<file path="src/rtl/framebuffer_write_arbiter_pkg.sv">
// Shared constants, FSM encoding and index helper for the framebuffer write arbiter.
// Pulled in by the arbiter top and by its round-robin picker.
package framebuffer_write_arbiter_pkg;

  localparam int unsigned FRAMEBUFFER_SIZE = 307200;  // 640x480 pixels
  localparam int ADDR_W_DEFAULT = 19;
  localparam int DATA_W_DEFAULT = 4;

  typedef enum logic [1:0] {
    ST_IDLE    = 2'd0,
    ST_OWNED   = 2'd1,
    ST_BLOCKED = 2'd2
  } arb_state_t;

  // (a + b) mod n, assuming both a and b are already below n.
  function automatic int wrap_add(input int a, input int b, input int n);
    int s;
    s = a + b;
    return (s >= n) ? s - n : s;
  endfunction

endpackage

</file>
<file path="src/rtl/framebuffer_write_arbiter_rr_pick.sv">
// Round-robin priority pick: the first set bit of req, scanning upward from ptr
// and wrapping around. Produces a one-hot grant and the index of that grant.
module rr_pick
  import framebuffer_write_arbiter_pkg::*;
#(
  parameter int N     = 3,
  parameter int IDX_W = 2
) (
  input  logic [N-1:0]     req,
  input  logic [IDX_W-1:0] ptr,
  output logic [N-1:0]     grant,
  output logic [IDX_W-1:0] idx
);

  logic             found;
  logic [IDX_W-1:0] pos;

  always_comb begin
    grant = '0;
    idx   = '0;
    found = 1'b0;
    pos   = '0;
    for (int k = 0; k < N; k++) begin
      pos = IDX_W'(wrap_add(int'(ptr), k, N));
      if (!found && req[pos]) begin
        found      = 1'b1;
        grant[pos] = 1'b1;
        idx        = pos;
      end
    end
  end

endmodule

</file>
<file path="src/rtl/framebuffer_write_arbiter.sv">
// Arbitrates pixel-pair write requests onto the two framebuffer write ports,
// with round-robin fairness, burst locking, clear-time blocking and a range check.
module framebuffer_write_arbiter
  import framebuffer_write_arbiter_pkg::*;
#(
  parameter int  NUM_REQ = 3,
  parameter int  ADDR_W  = ADDR_W_DEFAULT,
  parameter int  DATA_W  = DATA_W_DEFAULT,
  localparam int IDX_W   = (NUM_REQ > 1) ? $clog2(NUM_REQ) : 1
) (
  input  logic                       clock,
  input  logic                       reset,
  input  logic                       fb_resetting,
  input  logic [NUM_REQ-1:0]         req_valid,
  input  logic [NUM_REQ-1:0]         req_lock,
  input  logic [NUM_REQ*ADDR_W-1:0]  req_addr1,
  input  logic [NUM_REQ*ADDR_W-1:0]  req_addr2,
  input  logic [NUM_REQ*DATA_W-1:0]  req_data1,
  input  logic [NUM_REQ*DATA_W-1:0]  req_data2,
  input  logic [NUM_REQ-1:0]         req_en1,
  input  logic [NUM_REQ-1:0]         req_en2,
  output logic [NUM_REQ-1:0]         req_ready,
  output logic [ADDR_W-1:0]          addr_wr1,
  output logic [ADDR_W-1:0]          addr_wr2,
  output logic [DATA_W-1:0]          data_wr1,
  output logic [DATA_W-1:0]          data_wr2,
  output logic                       wr1_en,
  output logic                       wr2_en,
  output logic [IDX_W-1:0]           owner,
  output logic [15:0]                drop_count,
  output arb_state_t                 state_dbg,
  output logic [IDX_W-1:0]           rr_ptr_dbg
);

  localparam logic [63:0] FB_SIZE64 = 64'(FRAMEBUFFER_SIZE);

  arb_state_t       state_q, state_d;
  logic [IDX_W-1:0] rr_ptr_q, rr_ptr_d;
  logic [IDX_W-1:0] owner_q, owner_d;
  logic             held_q, held_d;

  logic [NUM_REQ-1:0] pick_grant;
  logic [IDX_W-1:0]   pick_idx;
  logic               xfer;
  logic [IDX_W-1:0]   xfer_idx;

  logic [ADDR_W-1:0] sel_addr1, sel_addr2;
  logic [DATA_W-1:0] sel_data1, sel_data2;
  logic              sel_en1, sel_en2;
  logic              wr1_go, wr2_go, drop1, drop2;
  logic [16:0]       drop_sum;

  function automatic logic [IDX_W-1:0] inc_idx(input logic [IDX_W-1:0] i);
    return (int'(i) == NUM_REQ - 1) ? '0 : i + 1'b1;
  endfunction

  rr_pick #(.N(NUM_REQ), .IDX_W(IDX_W)) u_rr_pick (
    .req   (req_valid),
    .ptr   (rr_ptr_q),
    .grant (pick_grant),
    .idx   (pick_idx)
  );

  // Handshake: a pair moves when req_valid[i] & req_ready[i] at a rising edge.
  // Ready may look at valid; a requester must not gate valid on ready, and may
  // hold valid (with stable payload) for as long as it likes.
  always_comb begin
    req_ready = '0;
    if (!reset && !fb_resetting) begin
      case (state_q)
        ST_IDLE:  req_ready = pick_grant;
        ST_OWNED: req_ready[owner_q] = 1'b1;
        default:  req_ready = '0;
      endcase
    end
  end

  assign xfer     = |(req_valid & req_ready);
  assign xfer_idx = (state_q == ST_OWNED) ? owner_q : pick_idx;

  always_comb begin
    state_d  = state_q;
    rr_ptr_d = rr_ptr_q;
    owner_d  = owner_q;
    held_d   = held_q;
    if (fb_resetting) begin
      state_d = ST_BLOCKED;
      if (state_q != ST_BLOCKED) held_d = (state_q == ST_OWNED);
    end else begin
      case (state_q)
        ST_IDLE: begin
          if (xfer) begin
            owner_d = pick_idx;
            if (req_lock[pick_idx]) state_d = ST_OWNED;
            else rr_ptr_d = inc_idx(pick_idx);
          end
        end
        ST_OWNED: begin
          if (!req_lock[owner_q]) begin
            state_d  = ST_IDLE;
            rr_ptr_d = inc_idx(owner_q);
          end
        end
        default: begin
          state_d = held_q ? ST_OWNED : ST_IDLE;
          held_d  = 1'b0;
        end
      endcase
    end
  end

  always_ff @(posedge clock) begin
    if (reset) begin
      state_q  <= ST_IDLE;
      rr_ptr_q <= '0;
      owner_q  <= '0;
      held_q   <= 1'b0;
    end else begin
      state_q  <= state_d;
      rr_ptr_q <= rr_ptr_d;
      owner_q  <= owner_d;
      held_q   <= held_d;
    end
  end

  always_comb begin
    sel_addr1 = '0;
    sel_addr2 = '0;
    sel_data1 = '0;
    sel_data2 = '0;
    sel_en1   = 1'b0;
    sel_en2   = 1'b0;
    for (int i = 0; i < NUM_REQ; i++) begin
      if (xfer_idx == IDX_W'(i)) begin
        sel_addr1 = req_addr1[i*ADDR_W +: ADDR_W];
        sel_addr2 = req_addr2[i*ADDR_W +: ADDR_W];
        sel_data1 = req_data1[i*DATA_W +: DATA_W];
        sel_data2 = req_data2[i*DATA_W +: DATA_W];
        sel_en1   = req_en1[i];
        sel_en2   = req_en2[i];
      end
    end
  end

  // Disabled pixels are neither written nor counted; enabled out-of-range ones are dropped.
  assign wr1_go   = xfer & sel_en1 & (64'(sel_addr1) < FB_SIZE64);
  assign wr2_go   = xfer & sel_en2 & (64'(sel_addr2) < FB_SIZE64);
  assign drop1    = xfer & sel_en1 & ~wr1_go;
  assign drop2    = xfer & sel_en2 & ~wr2_go;
  assign drop_sum = {1'b0, drop_count} + 17'(drop1) + 17'(drop2);

  always_ff @(posedge clock) begin
    if (reset) begin
      addr_wr1   <= '0;
      addr_wr2   <= '0;
      data_wr1   <= '0;
      data_wr2   <= '0;
      wr1_en     <= 1'b0;
      wr2_en     <= 1'b0;
      drop_count <= '0;
    end else begin
      wr1_en     <= wr1_go;
      wr2_en     <= wr2_go;
      drop_count <= drop_sum[16] ? 16'hFFFF : drop_sum[15:0];
      if (xfer) begin
        addr_wr1 <= sel_addr1;
        addr_wr2 <= sel_addr2;
        data_wr1 <= sel_data1;
        data_wr2 <= sel_data2;
      end
    end
  end

  assign owner      = owner_q;
  assign state_dbg  = state_q;
  assign rr_ptr_dbg = rr_ptr_q;

endmodule
</file>
<file path="config.mk">
export PLATFORM = sky130hd
export DESIGN_NAME = framebuffer_write_arbiter
export DESIGN_NICKNAME = d
export VERILOG_FILES = /design/src/rtl/framebuffer_write_arbiter_pkg.sv /design/src/rtl/framebuffer_write_arbiter_rr_pick.sv /design/src/rtl/framebuffer_write_arbiter.sv
export SDC_FILE = /design/constraint.sdc
export NUM_CORES = 1
export LEC_CHECK = 0
export BUFFER_PORTS_ARGS = -buffer_cell sky130_fd_sc_hd__buf_2
export CORE_AREA = 2 2 107 109
export CTS_BUF_LIST = sky130_fd_sc_hd__clkbuf_8
export DETAILED_ROUTE_END_ITERATION = 16
export DIE_AREA = 0 0 109 111
export GPL_TIMING_DRIVEN = 0
export PLACE_DENSITY = 0.78
export SLEW_MARGIN = 20
export SYNTH_ARGS = -nofsm -noshare
export SYNTH_HDL_FRONTEND = slang
export SYNTH_SLANG_ARGS = --single-unit
</file>
<file path="constraint.sdc">
create_clock -name clock -period 4.14 [get_ports clock]
set_clock_uncertainty 0.1 [all_clocks]
set_input_delay 0 -clock clock [delete_from_list [all_inputs] [get_ports clock]]
set_output_delay 0 -clock clock [all_outputs]
set_load 0.05 [all_outputs]
</file>
==> results.txt <==
----------------------------------------------------
[Placement]
  Total placed cells including tap cells ... 958
  Total half-perimeter wirelength after legalization and detailed placement ... 12.42 mm
  Total placed instance area ... 6065 um2
  Final GP Congestion ... 0.9603
  Number of port buffers ... 225
  Worst slack at placement ... -0.8057 ns

[Routing]
  Post-route ant nets ... 0
  Detailed Routing Iterations Pass 1 ... 5
  Routed wire length ... 17.94 mm
  Remaining routing DRC violations ... 0
  Detailed Route Iter0 Violations ... 339
  Number of vias in the routed layout ... 5695
  Detailed-route vias per instance ... 5.393
  Final routed wire length divided by cell count ... 16.99 um

[Synthesis]
  Netlist cell types ... 58
  Async set or reset register ratio after synthesis ... 0%
  Seq/Total Area, Yosys ... 31.11%
  Synthesis warning total ... 0
  Number of cells produced by synthesis ... 590
  Synthesized area ... 4568 um2
  Number of synthesized flops with an enable pin ... 0
  Seq cells post-synth ... 71
  Primary FF master, synth ... sky130_fd_sc_hd__dfxtp_1
  Avg Synthesized Cell Area ... 7.743 um2
  Net count after synthesis ... 749

[Final layout]
  Most used cells in the layout excluding fill and tap cells ... 241 x sky130_fd_sc_hd__buf_2, 96 x sky130_fd_sc_hd__nand2_1, 91 x sky130_fd_sc_hd__a21oi_1
  Most frequent standard cell in the layout excluding fill and tap cells ... sky130_fd_sc_hd__buf_2
  Layout Cells excl Fill ... 1056
  N_diodes ... 0
  Area of all placed cells without fillers ... 7276 um2
  Count of nets after finishing ... 1067
  Synth-to-Final Area Change ... 59.27%
  Share of post-route cells with drive strength above 1 ... 44.03%

[Clocking]
  CTS tree ... done
  Clock latency reported for the late side of the worst-skew pair ... 0.35 ns
  # H-tree levels ... 3
  Sink count of the clock tree ... 71
  Bufs on Longest Clock Path ... 2
  Root buffer cell ... sky130_fd_sc_hd__clkbuf_8
  Clock transition at the registers of the reported paths ... 0.08 ns
  Total CTS buffers ... 9

[Timing]
  Period minus WS final ... 4.273 ns
  Pins Over Slew Limit ... 0
  Final hold viol count ... 0
  Setup repair after global routing missed its margin ... true
  Count of final setup violators ... 14
  Slew HR ... 53.83%
  Worst Max-Slew Pin Slew ... 0.6926 ns
  Max Clock Freq ... 0.2340 GHz
  Tightest hold margin ... 0.01131 ns
  Accumulated negative setup slack ... -1.505 ns
  Final critical-path share of the clock period ... 103.2%
  Worst setup slack after layout ... -0.1335 ns

[Floorplanning]
  Ports placed on the boundary ... 226
  Std cell rows ... 39
  Horiz. Die Dim ... 109 um
  Die ar. ... 12100 um2
  Initial core utilization ... 41.24%
  CORE AREA ... 11080 um2
  Vertical die dimension ... 111 um

[Global routing]
  Met3 Resource Use GR ... 6.232%
  Global-route met2 utilization ... 49.28%
  Global-route wire length before repair ... 27.09 mm
  Number of antenna violations at the first check in global routing ... 0
  GRT met1 Usage ... 34.15%
  Largest net degree at the start of global routing ... 14
  Overall routing resource usage ... 28.52%
  Sum of overflow across all layers after global routing ... 0
  Layer with the highest usage after global routing ... met2
  Vias in the first global route ... 5520

[Critical path]
  Delay contributed by the slowest stage of the critical path ... 0.42 ns
  Arrival @ worst endpoint ... 4.44 ns
  Number of cell instances on the worst register-to-register path ... 21
  Highest net fanout along the worst path ... 10
  Origin of the critical flop-to-flop path ... rr_ptr_dbg[0]$_SDFFE_PP0P_
  Crit path kind ... register to register
  Cell mode on critical path ... sky130_fd_sc_hd__nor2_4
  R2r setup slk ... -0.13 ns
  Capturing point of the worst reg2reg path ... drop_count[11]$_SDFF_PP0_
  Standard cell with the maximum stage delay on the critical path ... sky130_fd_sc_hd__fa_2
  Cell Chain, Critical Path ... inv_4 > ha_4 > and4bb_1 > o31ai_4 > buf_6 > nor2_4 > nor2_4 > buf_12 > buf_6 > o311ai_1 > a21oi_2 > o21bai_4 > fa_2 > inv_2 > ha_4 > nand3_4 > nor2_4 > and3_4 > nand4_1 > clkbuf_8 > a21oi_2
  WP buf/inv ... 6
  Family with the most delay on the worst path ... simple AND/OR/NAND/NOR gates
  Worst EP required ... 4.31 ns
  Type of element capturing the critical path ... register
  Critical path launch point type ... register

[Status]
  Violated checks ... setup timing
  Outcome ... finished, violations left

[Worst hold path]
  Worst Hold Path EP ... addr_wr2[8]$_SDFFE_PP0P_
  Worst min-delay path startpoint ... req_addr2[8]
  Hold path cells ... 5
  Worst hold-check path type ... input pin to register

[Job]
  Max-Cap Viols ... 0

[Pwr]
  Pwr dens ... 299.2 nW/um2
  Leakage power ... 0.003226 uW
  Maximum vdd drop ... 0.1986 mV

----------------------------------------------------
synthesized netlist by cell type (4+ instances only):
| library cell | instances | share of area, % |
|---|---|---|
| sky130_fd_sc_hd__nor2_1 | 66 | 5.4 |
| sky130_fd_sc_hd__nand2b_1 | 6 | 0.82 |
| sky130_fd_sc_hd__ha_1 | 5 | 1.4 |
| sky130_fd_sc_hd__buf_2 | 21 | 2.3 |
| sky130_fd_sc_hd__nor2b_1 | 6 | 0.82 |
| sky130_fd_sc_hd__clkbuf_1 | 18 | 1.5 |
| sky130_fd_sc_hd__and3_1 | 7 | 0.96 |
| sky130_fd_sc_hd__nand4_1 | 6 | 0.82 |
| sky130_fd_sc_hd__nand2_1 | 96 | 7.9 |
| sky130_fd_sc_hd__o21ai_0 | 12 | 1.3 |
| sky130_fd_sc_hd__mux2i_1 | 16 | 3.5 |
| sky130_fd_sc_hd__xor2_1 | 6 | 1.2 |
| sky130_fd_sc_hd__inv_1 | 9 | 0.74 |
| sky130_fd_sc_hd__a31oi_1 | 5 | 0.68 |
| sky130_fd_sc_hd__nor3_1 | 14 | 1.5 |
| sky130_fd_sc_hd__a21oi_1 | 100 | 11 |
| sky130_fd_sc_hd__dfxtp_1 | 71 | 31 |
| sky130_fd_sc_hd__a211oi_2 | 41 | 11 |
| sky130_fd_sc_hd__a211oi_1 | 6 | 0.99 |
| sky130_fd_sc_hd__a221oi_1 | 5 | 0.96 |
| sky130_fd_sc_hd__nand3_1 | 7 | 0.77 |
| sky130_fd_sc_hd__xnor2_1 | 4 | 0.77 |
worst max path at each step:
stage	cells after the start	from	slack, ns	end
3_5_place_dp	21	rr_ptr_dbg[0]$_SDFFE_PP0P_	-0.81	drop_count[3]$_SDFF_PP0_
3_3_place_gp	21	rr_ptr_dbg[0]$_SDFFE_PP0P_	-0.75	drop_count[9]$_SDFF_PP0_
4_1_cts	20	rr_ptr_dbg[0]$_SDFFE_PP0P_	-0.08	drop_count[0]$_SDFF_PP0_
2_1_floorplan	20	rr_ptr_dbg[0]$_SDFFE_PP0P_	-0.03	drop_count[3]$_SDFF_PP0_
5_1_grt	21	rr_ptr_dbg[0]$_SDFFE_PP0P_	-0.29	drop_count[11]$_SDFF_PP0_
6_report	21	rr_ptr_dbg[0]$_SDFFE_PP0P_	-0.13	drop_count[11]$_SDFF_PP0_
tightest hold or removal path: stages:
cell	delay (ns)
sky130_fd_sc_hd__buf_2	0.10
sky130_fd_sc_hd__nand2_1	0.05
sky130_fd_sc_hd__a21oi_1	0.05
sky130_fd_sc_hd__a21oi_1	0.14
sky130_fd_sc_hd__a211oi_2	0.08
sequential cells by signal, summed over array words and instances (netlist names):
| signal | flops |
|---|---|
| state_dbg | 2 |
| owner | 2 |
| addr_wr1 | 19 |
| held_q | 1 |
| drop_count | 16 |
| rr_ptr_dbg | 2 |
| wr1_en | 1 |
| data_wr2 | 4 |
| addr_wr2 | 19 |
| data_wr1 | 4 |
| wr2_en | 1 |
kinds of logic after synthesis:
family	after synthesis	synth area share, %
mux	20	4.656
fa+ha+maj	6	1.808
compound gates	200	32.35
xor+xnor	10	1.917
buf+inv	55	5.669
simple gates	228	22.49
flops	71	31.11
per-stage QoR:
stage | power, uW | utilization [%]
floorplan | 1189 | -
global placement | 1384 | 54.75
detailed placement | 1391 | 54.75
CTS | 2163 | 64.25
global route | 2275 | 65.68
finish | 2177 | 65.68
what timing repair did:
item | in CTS | in global routing
gates cloned | 1 | 0
gates resized for setup | 35 | 19
hold buffers | 48 | 0
buffers inserted | 24 | 11
pin swaps | 21 | 15
endpoints found under the setup margin | 16 | 16
endpoints found under the hold margin | 41 | 0
layout make-up:
type / instances / area (um2)
buffer: 44 / 276.5
clock buffer: 9 / 123.9
clock inverter: 7 / 120.1
fill: 915 / 3801
inverter: 9 / 36.28
multi-input combinational: 464 / 3208
sequential: 71 / 1430
tap: 143 / 178.9
timing repair buffer: 309 / 1902
power by group:
part | internal, uW | switching (uW)
Clock | 404 | 284
Combinational | 298 | 457
Sequential | 716 | 19.3
Total | 1420 | 760
per-layer routing:
| metal | vias to the layer above | part of all wire, % |
|---|---|---|
| met4 | 0 | 3.0 |
| met1 | 2619 | 41 |
| met2 | 279 | 48 |
| met3 | 47 | 7.5 |
| li1 | 2750 | - |
| met5 | - | 0 |
No activity file was read; power rests on OpenSTA's default activity.
